### config.mk
export PLATFORM = sky130hd
export DESIGN_NAME = pcie_tl_rx
export DESIGN_NICKNAME = d
export VERILOG_FILES = /design/src/rtl/pcie_tl_rx.sv
export SDC_FILE = /design/constraint.sdc
export NUM_CORES = 1
export LEC_CHECK = 0
export ABC_CLOCK_PERIOD_IN_PS = 5800
export BUFFER_PORTS_ARGS = -buffer_cell sky130_fd_sc_hd__buf_2
export CAP_MARGIN = 30
export CORE_MARGIN = 1.5
export CORE_UTILIZATION = 54
export DETAILED_ROUTE_END_ITERATION = 6
export PLACE_DENSITY = 0.85
export SLEW_MARGIN = 30
export SYNTH_ARGS = -nofsm -noshare
export SYNTH_HDL_FRONTEND = slang
export SYNTH_SLANG_ARGS = --single-unit
### constraint.sdc
create_clock -name clk -period 5.8 [get_ports clk]
set_input_delay 0.58 -clock clk [delete_from_list [all_inputs] [get_ports clk]]
set_output_delay 0.58 -clock clk [all_outputs]
set_load 0.05 [all_outputs]
### src/rtl/pcie_tl_rx.sv
// PCIe transaction-layer receive path: two per-VC TLP FIFOs, round-robin drain,
// Memory Write TLPs replayed as single-beat AXI writes, everything else dropped.
module pcie_tl_rx #(
  parameter int unsigned FIFO_DEPTH = 4,
  parameter int unsigned CNT_W      = 16
) (
  input  logic             clk,
  input  logic             rst_n,
  input  logic             tlp_valid_i,
  input  logic [223:0]     tlp_i,
  output logic             tlp_ready_o,
  output logic [1:0]       fc_ret_o,
  output logic [31:0]      awaddr_o,
  output logic [7:0]       awlen_o,
  output logic [2:0]       awsize_o,
  output logic [1:0]       awburst_o,
  output logic             awvalid_o,
  input  logic             awready_i,
  output logic [127:0]     wdata_o,
  output logic [15:0]      wstrb_o,
  output logic             wlast_o,
  output logic             wvalid_o,
  input  logic             wready_i,
  input  logic [1:0]       bresp_i,
  input  logic             bvalid_i,
  output logic             bready_o,
  output logic [CNT_W-1:0] drop_cnt_o,
  output logic [CNT_W-1:0] err_cnt_o
);

  localparam int unsigned TLP_W = 224;
  localparam int unsigned PTR_W = (FIFO_DEPTH > 1) ? $clog2(FIFO_DEPTH) : 1;
  localparam int unsigned CNT_F = PTR_W + 1;

  typedef enum logic [1:0] {
    IDLE   = 2'd0,
    SEND   = 2'd1,
    WAIT_B = 2'd2
  } state_e;

  state_e             state_q, state_d;
  logic               last_q, last_d;
  logic               awvalid_q, awvalid_d;
  logic               wvalid_q, wvalid_d;
  logic               bready_q, bready_d;
  logic [31:0]        awaddr_q, awaddr_d;
  logic [127:0]       wdata_q, wdata_d;
  logic [15:0]        wstrb_q, wstrb_d;
  logic [CNT_W-1:0]   drop_q, drop_d;
  logic [CNT_W-1:0]   err_q, err_d;

  logic [1:0]             push;
  logic [1:0]             pop;
  logic [1:0]             full;
  logic [1:0]             nempty;
  logic [1:0][TLP_W-1:0]  head;
  logic                   accept;
  logic                   sel_c;
  logic [TLP_W-1:0]       pkt_c;
  logic                   pkt_ok_c;
  logic                   unused_hdr;

  // Ready depends only on pre-pop occupancy, never on the offered TLP.
  assign tlp_ready_o = ~|full;
  assign accept      = tlp_valid_i & tlp_ready_o;
  assign push        = {accept & tlp_i[212], accept & ~tlp_i[212]};

  for (genvar v = 0; v < 2; v++) begin : g_vc
    logic [TLP_W-1:0] mem_q [FIFO_DEPTH];
    logic [PTR_W-1:0] wr_ptr_q;
    logic [PTR_W-1:0] rd_ptr_q;
    logic [CNT_F-1:0] cnt_q;

    always_ff @(posedge clk or negedge rst_n) begin
      if (!rst_n) begin
        wr_ptr_q <= '0;
        rd_ptr_q <= '0;
        cnt_q    <= '0;
      end else begin
        if (push[v]) wr_ptr_q <= wr_ptr_q + PTR_W'(1);
        if (pop[v])  rd_ptr_q <= rd_ptr_q + PTR_W'(1);
        cnt_q <= cnt_q + CNT_F'(push[v]) - CNT_F'(pop[v]);
      end
    end

    always_ff @(posedge clk) begin
      if (push[v]) mem_q[wr_ptr_q] <= tlp_i;
    end

    assign head[v]   = mem_q[rd_ptr_q];
    assign full[v]   = (cnt_q == CNT_F'(FIFO_DEPTH));
    assign nempty[v] = (cnt_q != '0);
  end

  // Strobe for up to four DWs: first_be, 0xF in the middle, last_be at the end.
  function automatic logic [15:0] strb_f(input logic [9:0] len,
                                         input logic [3:0] fbe,
                                         input logic [3:0] lbe);
    logic [15:0] s;
    s = '0;
    for (int unsigned i = 0; i < 4; i++) begin
      if (10'(i) < len) begin
        if (i == 0)                        s[4*i +: 4] = fbe;
        else if (10'(i) == len - 10'(1))   s[4*i +: 4] = lbe;
        else                               s[4*i +: 4] = 4'hF;
      end
    end
    return s;
  endfunction

  assign sel_c    = (nempty == 2'b11) ? ~last_q : nempty[1];
  assign pkt_c    = head[sel_c];
  assign pkt_ok_c = (pkt_c[223:221] == 3'b010) && (pkt_c[220:216] == 5'b00000) &&
                    (pkt_c[201:192] != 10'd0) && (pkt_c[201:192] <= 10'd4);
  assign unused_hdr = ^{pkt_c[215:202], pkt_c[191:168], pkt_c[129:128]};

  always_ff @(posedge clk or negedge rst_n) begin
    if (!rst_n) begin
      state_q   <= IDLE;
      last_q    <= 1'b1;
      awvalid_q <= 1'b0;
      wvalid_q  <= 1'b0;
      bready_q  <= 1'b0;
      awaddr_q  <= '0;
      wdata_q   <= '0;
      wstrb_q   <= '0;
      drop_q    <= '0;
      err_q     <= '0;
    end else begin
      state_q   <= state_d;
      last_q    <= last_d;
      awvalid_q <= awvalid_d;
      wvalid_q  <= wvalid_d;
      bready_q  <= bready_d;
      awaddr_q  <= awaddr_d;
      wdata_q   <= wdata_d;
      wstrb_q   <= wstrb_d;
      drop_q    <= drop_d;
      err_q     <= err_d;
    end
  end

  always_comb begin
    state_d   = state_q;
    last_d    = last_q;
    awvalid_d = awvalid_q;
    wvalid_d  = wvalid_q;
    bready_d  = bready_q;
    awaddr_d  = awaddr_q;
    wdata_d   = wdata_q;
    wstrb_d   = wstrb_q;
    drop_d    = drop_q;
    err_d     = err_q;
    pop       = 2'b00;
    unique case (state_q)
      IDLE: begin
        if (|nempty) begin
          pop[sel_c] = 1'b1;
          last_d     = sel_c;
          if (pkt_ok_c) begin
            awaddr_d  = {pkt_c[159:130], 2'b00};
            wdata_d   = pkt_c[127:0];
            wstrb_d   = strb_f(pkt_c[201:192], pkt_c[163:160], pkt_c[167:164]);
            awvalid_d = 1'b1;
            wvalid_d  = 1'b1;
            state_d   = SEND;
          end else if (drop_q != '1) begin
            drop_d = drop_q + CNT_W'(1);
          end
        end
      end
      SEND: begin
        // A dropped valid is the sticky "done" for that channel.
        if (awready_i) awvalid_d = 1'b0;
        if (wready_i)  wvalid_d  = 1'b0;
        if (!awvalid_d && !wvalid_d) begin
          bready_d = 1'b1;
          state_d  = WAIT_B;
        end
      end
      WAIT_B: begin
        if (bvalid_i) begin
          bready_d = 1'b0;
          state_d  = IDLE;
          if ((bresp_i != 2'b00) && (err_q != '1)) err_d = err_q + CNT_W'(1);
        end
      end
      default: begin
        state_d = IDLE;
      end
    endcase
  end

  assign fc_ret_o   = pop;
  assign awaddr_o   = awaddr_q;
  assign awlen_o    = 8'd0;
  assign awsize_o   = 3'b100;
  assign awburst_o  = 2'b01;
  assign awvalid_o  = awvalid_q;
  assign wdata_o    = wdata_q;
  assign wstrb_o    = wstrb_q;
  assign wlast_o    = 1'b1;
  assign wvalid_o   = wvalid_q;
  assign bready_o   = bready_q;
  assign drop_cnt_o = drop_q;
  assign err_cnt_o  = err_q;

endmodule

==> results of run 1 <==
-- path summary, 6_finish.rpt --
check                                  from                     to  slack [ns]  cells after the start
min in group asynchronous             rst_n              awvalid_o        0.44                      2
max                        g_vc[0].cnt_q[1]            wdata_o[90]        2.06                      9
max in group asynchronous             rst_n            wdata_o[99]        4.01                      3
min reg2reg                      wdata_o[8]             wdata_o[8]        0.47                      2
min                              tlp_i[101]  g_vc[1].mem_q[0][101]        0.05                      1
max reg2reg                g_vc[0].cnt_q[1]            wdata_o[90]        2.06                      9
-- kinds of logic (layout without fill, tap and decap cells) --
| group | after synthesis | count (layout) | share of synthesized area (%) |
|---|---|---|---|
| xor+xnor | 44 | 44 | 0.607 |
| compound gates | 203 | 203 | 1.73 |
| fa+ha+maj | 16 | 16 | 0.339 |
| flops | 1698 | 1698 | 78.5 |
| mux | 512 | 512 | 14.9 |
| simple gates | 361 | 361 | 2.57 |
| buf+inv | 177 | 787 | 1.37 |
| other cells | 2 | 39 | 0.0118 |
-- cells in the mapped netlist, types with 10 or more instances --
cell type / instances
and2_1: 10
o21ai_1: 118
nor2_1: 29
o21ai_0: 66
nand2_1: 229
nor4_1: 20
dfrtp_1: 225
nand3_1: 14
nand4_1: 12
mux4_2: 344
nor3_1: 11
edfxtp_1: 1472
mux2i_1: 165
inv_1: 18
buf_2: 56
ha_1: 14
buf_4: 17
xor2_1: 27
clkbuf_1: 74
xnor2_1: 17
-- flip-flops by register name (all words and copies together) (netlist names), 2 cells and up --
| signal | count |
|---|---|
| wstrb_o | 16 |
| g_vc.cnt_q | 6 |
| g_vc.wr_ptr_q | 4 |
| drop_cnt_o | 16 |
| g_vc.rd_ptr_q | 4 |
| state_q | 2 |
| awaddr_o | 30 |
| wdata_o | 128 |
| err_cnt_o | 16 |
| g_vc.mem_q | 1472 |
-- power groups by stage --
stage	registers, mW	clock network, mW	logic [mW]
5_1_grt	15.9	11.2	10.8
3_3_place_gp	15.9	0	9.93
3_5_place_dp	16.0	0	10.2
6_report	15.8	10.7	10.2
4_1_cts	15.8	10.8	10.3
2_1_floorplan	17.1	0	6.17
-- cell type report --
| type | count | share of cell area [%] |
|---|---|---|
| Sequential cell | 1698 | 68.3 |
| Clock inverter | 80 | 1.19 |
| Multi-Input combinational cell | 1152 | 17.6 |
| Tap cell | 1524 | 2.61 |
| Inverter | 18 | 0.0925 |
| Timing Repair Buffer | 466 | 3.92 |
| Clock buffer | 223 | 6.18 |
| Antenna cell | 23 | 0.0788 |
-- layer usage --
layer  up-vias  share of wire (%)  wire length, µm  track usage (%)
met4        34                2.4             3440             7.94
met2      1474                 51            73000             41.2
met5         -               0.15              218                0
met3       281                8.9            12700             5.98
li1      13100                  -                -                -
met1     16300                 37            52600             30.5
-- placed cells by master, fill, tap and decap left out, types with 8 or more instances in the layout --
master,synthesis,final
edfxtp_1,1472,1472
buf_2,56,403
mux4_2,344,344
nand2_1,229,229
dfrtp_1,225,221
clkbuf_16,0,167
mux2i_1,165,165
o21ai_1,118,118
o21ai_0,66,66
clkbuf_1,74,44
nor2_1,29,29
xor2_1,27,27
buf_12,1,25
diode_2,0,23
clkinv_1,0,23
buf_4,17,23
clkinv_2,0,22
nor4_1,20,20
inv_1,18,18
xnor2_1,17,17
conb_1,2,16
bufinv_16,0,15
nand3_1,14,14
ha_1,14,14
dlygate4sd3_1,0,13
nand4_1,12,12
clkbuf_8,0,12
nor3_1,11,11
and2_4,0,8
nor4b_1,8,8
-- through the flow --
step / utilization, % / cells
floorplan: - / 3027
global placement: 57.9 / 4842
detailed placement: 57.9 / 4843
CTS: 62.7 / 5159
global route: 62.7 / 5168
finish: 62.8 / 5184
-- timing repair --
action,4_1_cts,5_1_grt
endpoints found under the hold margin,114,0
buffers inserted,0,0
endpoints found under the setup margin,0,0
hold buffers,13,0
==> flow_summary.json, run 1 <==
{
  "rows": 125,
  "slowest_delay_ns": 0.65,
  "hold_viol": 0,
  "fillers": 7497,
  "ys_seq_area_share_pct": 78.5,
  "ant_nets": 0,
  "internal-power_mw": 25.1,
  "coreArea_um2": 116000,
  "period_share_pct": 64.5,
  "cts_tree": "built",
  "cts_resized": 0,
  "async_reset_ff_share_pct": 13.3,
  "multi_input_area_um2": 12900,
  "status": "complete, no violations",
  "start_util_pct": 54.6,
  "synth-seq-cells": 1698,
  "syn-instance-count": 3013,
  "leakage_nw": 25.8,
  "fmax_mhz": 267,
  "worstSetupStartpointType": "flop",
  "htreeDepth": 4,
  "seq_power_share_pct": 43.1,
  "nets": 3746,
  "max_slew.worst_pin.slew_ns": 0.961,
  "initialDrtViolationCount": 3000,
  "p_sw_mw": 11.6,
  "hold_class": "in2reg",
  "grt_setup_unrepaired": "no",
  "synth_area_um2": 63500,
  "path_class": "reg2reg",
  "required_ns": 6.49,
  "cts_sinks": 1698,
  "setup_viol": 0,
  "area.sequential_um2": 49900,
  "finalWorstSetupSlack_ns": 2.06,
  "combPwrFrac_pct": 27.9,
  "cp_cell_sequence": "or3_1, a21oi_1, buf_4, nor2_1, a22o_1, o2111ai_4, buf_12, nand2_1, o21ai_1",
  "drc": 0,
  "ios": 460,
  "synth_top_area_share_pct": 69.6,
  "clockPowerShare_pct": 29.1,
  "ys_warn_count": 0,
  "worstSkewPairLatency_ns": 0.81,
  "grt_pass1_vias": 33200,
  "dieArea_um2": 120000,
  "dp_slack_ns": 2.08,
  "numCtsBuffers": 162,
  "clk_pin_slew_ns": 0.06,
  "die_w_um": 346,
  "min_period_ns": 3.74,
  "syn2layout_area_growth_pct": 15.0,
  "synthFlopType": "edfxtp_1",
  "firstDrtPassIters": 5,
  "drv_cap": 0,
  "gp_congestion": 0.756,
  "cp_data_arrival_time_ns": 4.43,
  "synthTopCellsByArea": "edfxtp_1 70%, mux4_2 12%, dfrtp_1 8.9%, mux2i_1 2.6%, nand2_1 1.4%",
  "cts-root-buf": "clkbuf_16",
  "pwr_density_cell_nw_per_um2": 502,
  "critPathTopFamily": "compound AO/OA/AOI/OAI gates",
  "cp-end-kind": "flop",
  "die_h_um": 346,
  "fin_area_um2": 73000,
  "post-dp-hpwl_um": 74600,
  "vias_per_cell": 6.03,
  "clock-skew-final_ns": 0.0408,
  "via_count": 31200,
  "swShare_pct": 31.6,
  "wl_per_cell_um": 27.4,
  "slew_headroom_pct": 35.9,
  "port_buffers": 404,
  "hold_ws_ns": 0.0540,
  "ir_drop_v": 0.000474,
  "overflow": 0,
  "grt_max_degree": 163,
  "path_buf_inv": 2,
  "power_mw": 36.6,
  "synthDistinctLibCells": 56,
  "place_area_um2": 67400,
  "yosysTopAreaCell": "edfxtp_1",
  "drv_slew": 0,
  "crit_fanout": 162,
  "setup_total_negative_slack_ns": 0,
  "grt_pass1_wl_um": 213000,
  "synth_edf_count": 1472,
  "clockBufferDepth": 3,
  "layout-drive-gt1-share_pct": 29.1,
  "synth_area_per_cell_um2": 21.1,
  "grt_usage_pct": 24.2,
  "wl_um": 142000,
  "critical_path.slowest_cell": "a21oi_1",
  "antenna_found_initial": 31
}
Power figures use the tool's default switching activity.
==> inputs of run 2 (changes only) <==
--- a/config.mk
+++ b/config.mk
@@ -5,13 +5,13 @@
 export SDC_FILE = /design/constraint.sdc
 export NUM_CORES = 1
 export LEC_CHECK = 0
-export ABC_CLOCK_PERIOD_IN_PS = 5800
+export ABC_CLOCK_PERIOD_IN_PS = 3490
 export BUFFER_PORTS_ARGS = -buffer_cell sky130_fd_sc_hd__buf_2
 export CAP_MARGIN = 30
 export CORE_MARGIN = 1.5
-export CORE_UTILIZATION = 54
+export CORE_UTILIZATION = 55
 export DETAILED_ROUTE_END_ITERATION = 6
-export PLACE_DENSITY = 0.85
+export PLACE_DENSITY = 0.84
 export SLEW_MARGIN = 30
 export SYNTH_ARGS = -nofsm -noshare
 export SYNTH_HDL_FRONTEND = slang
==> constraint.sdc (replaced) <==
create_clock -name clk -period 3.49 [get_ports clk]
set_input_delay 0.349 -clock clk [delete_from_list [all_inputs] [get_ports clk]]
set_output_delay 0.349 -clock clk [all_outputs]
set_load 0.05 [all_outputs]
==> run 2 against run 1 <==
Sequential cell count is the same. First-iteration DRC count is 1.7% higher. Hold slack improved by 0.014 ns. Maximum frequency up 22%. Final cell count grew 4.6%. Global-route usage grew 1.4 points. Die area decreased by 1.8%. Sequential power increased by 65%. Critical path depth unchanged. Total power up 69%. Routed wire length up 4.9%. Critical endpoint is now wdata_o[104]. Largest cell class unchanged. Highest routed layer unchanged.
==> flow_summary.json, run 2 (same netlist as run 1, synthesis figures left out) <==
{
  "numCtsBuffers": 164,
  "start_util_pct": 55.5,
  "critical_path.slowest_cell": "nor4_1",
  "worstSetupStartpointType": "flop",
  "cp_cell_sequence": "or3_1, nor4_1, nor3_2, and2_1, o2111ai_4, buf_12, buf_12, nand2_1, o21ai_1",
  "grt_usage_pct": 25.5,
  "initialDrtViolationCount": 3051,
  "drv_slew": 0,
  "drv_cap": 0,
  "period_share_pct": 87.7,
  "cts_tree": "built",
  "layout-drive-gt1-share_pct": 29.2,
  "hold_depth": 4,
  "wl_per_cell_um": 27.5,
  "coreArea_um2": 114000,
  "clock-skew-final_ns": 0.0476,
  "power_mw": 61.9,
  "cts-root-buf": "clkbuf_16",
  "syn2layout_area_growth_pct": 19.3,
  "path_class": "reg2reg",
  "final_cell_mix": "1472 x edfxtp_1, 403 x buf_2, 344 x mux4_2, 229 x nand2_1, 221 x dfrtp_1",
  "vias_per_cell": 6.06,
  "cp_data_arrival_time_ns": 3.76,
  "final_common_cell": "edfxtp_1",
  "hold_class": "in2reg",
  "globalRouteMet3Util_pct": 5.49,
  "ios": 460,
  "leakage_nw": 27.1,
  "rows": 124,
  "die_w_um": 343,
  "antenna_found_initial": 18,
  "min_from": "tlp_valid_i",
  "nets": 3999,
  "setup_total_negative_slack_ns": 0,
  "min_period_ns": 3.06,
  "port_buffers": 404,
  "whs_endpoint": "g_vc[0].wr_ptr_q[0]",
  "htreeDepth": 4,
  "r2r_end": "wdata_o[104]",
  "fin_area_um2": 75700,
  "setup_viol": 0,
  "grt_max_degree": 90,
  "top_usage_layer": "met2",
  "hold_viol": 0,
  "cts_resized": 0,
  "r2r_start": "g_vc[0].cnt_q[1]",
  "ir_drop_v": 0.000705,
  "fmax_mhz": 327,
  "regMostFlops": "g_vc.mem_q",
  "met2_usage_pct": 44.6,
  "status": "complete, no violations",
  "grt_use_met1_pct": 31.3,
  "slew_headroom_pct": 35.9,
  "via_count": 32900,
  "cts_sinks": 1698,
  "max_slew.worst_pin.slew_ns": 0.961,
  "crit_path_frequent_cell": "buf_12",
  "wl_um": 149000,
  "place_area_um2": 68400,
  "pwr_density_cell_nw_per_um2": 818,
  "grt_setup_unrepaired": "no",
  "ant_nets": 0,
  "die_h_um": 343,
  "dieArea_um2": 118000,
  "dp_cells": 4908,
  "r2r_slack_ns": 0.43,
  "grt_pass1_wl_um": 220000,
  "clockBufferDepth": 3,
  "cp-end-kind": "flop",
  "post-dp-hpwl_um": 81100,
  "firstDrtPassIters": 5,
  "grt_pass1_vias": 35100,
  "stdcell_count": 5422,
  "worstSkewPairLatency_ns": 0.78,
  "crit_fanout": 73,
  "gp_congestion": 0.774,
  "rr_worst_depth": 9,
  "slowest_delay_ns": 0.54,
  "required_ns": 4.19,
  "largest_reg_flops": 1472,
  "overflow": 0,
  "drc": 0,
  "clk_pin_slew_ns": 0.06
}
## run 2: changes by cell type in the layout (fill, tap and decap cells not counted), moves of 3 or more
cell	previous run	this run
buf_12	25	58
buf_4	23	66
bufinv_16	15	11
clkbuf_8	12	19
clkinv_1	23	29
clkinv_16	0	3
clkinv_2	22	18
clkinv_8	6	3
diode_2	23	17
dlygate4sd3_1	13	189
inv_6	3	7
## run 2: what timing repair did
action | in CTS | in global routing
endpoints found under the hold margin | 1557 | 0
hold buffers | 189 | 0
buffers inserted | 0 | 0
## run 2: area by class of cell
type / count / area [µm²]
antenna: 17 / 42.5
clock buffer: 227 / 4570
clock inverter: 81 / 830
fill: 6887 / 38600
inverter: 18 / 67.6
multi-input combinational: 1152 / 12900
sequential: 1698 / 49900
tap: 1512 / 1890
timing repair buffer: 717 / 5580
## run 2: power breakdown
part,switching (mW),internal (mW),total (mW)
sequential,1.14,24.8,26.0
combinational,11.2,7.03,18.3
clock,7.64,10.1,17.7
total,20.0,41.9,61.9
## run 2: metal layers
| metal | share of wire (%) | wire length (µm) |
|---|---|---|
| met5 | 0.046 | 69 |
| met4 | 3.0 | 4500 |
| met3 | 8.7 | 13000 |
| met2 | 53 | 78400 |
| met1 | 36 | 53000 |
## run 2: critical path: cells and delay by family, from the launching register on
kind | cells | cell delay (ns)
AO/OA/AOI/OAI | 2 | 0.27
buffers and inverters | 2 | 0.59
AND/OR/NAND/NOR | 5 | 1.63
flip-flops | 1 | 0.43
## run 2: worst max-delay path by stage
| stage | start | endpoint | slack, ns | cells after the start |
|---|---|---|---|---|
| 6_report | g_vc[0].cnt_q[1] | wdata_o[104] | 0.43 | 9 |
| 3_5_place_dp | g_vc[0].cnt_q[1] | wdata_o[88] | 0.50 | 9 |
| 5_1_grt | g_vc[0].cnt_q[1] | wdata_o[94] | 0.27 | 9 |
| 2_1_floorplan | g_vc[0].cnt_q[1] | g_vc[1].cnt_q[2] | -0.33 | 11 |
| 4_1_cts | g_vc[0].cnt_q[1] | fc_ret_o[1] | 0.41 | 5 |
| 3_3_place_gp | g_vc[0].cnt_q[1] | g_vc[0].cnt_q[2] | 0.67 | 10 |
## run 2: per-stage QoR
step | util, % | hold slack [ns] | setup WS, ns
floorplan | - | 0.0534 | -0.329
global placement | 59.8 | 0.426 | 0.673
detailed placement | 59.8 | 0.433 | 0.500
CTS | 66.2 | 0.00764 | 0.410
global route | 66.2 | 0.0951 | 0.269
finish | 66.2 | 0.0676 | 0.429
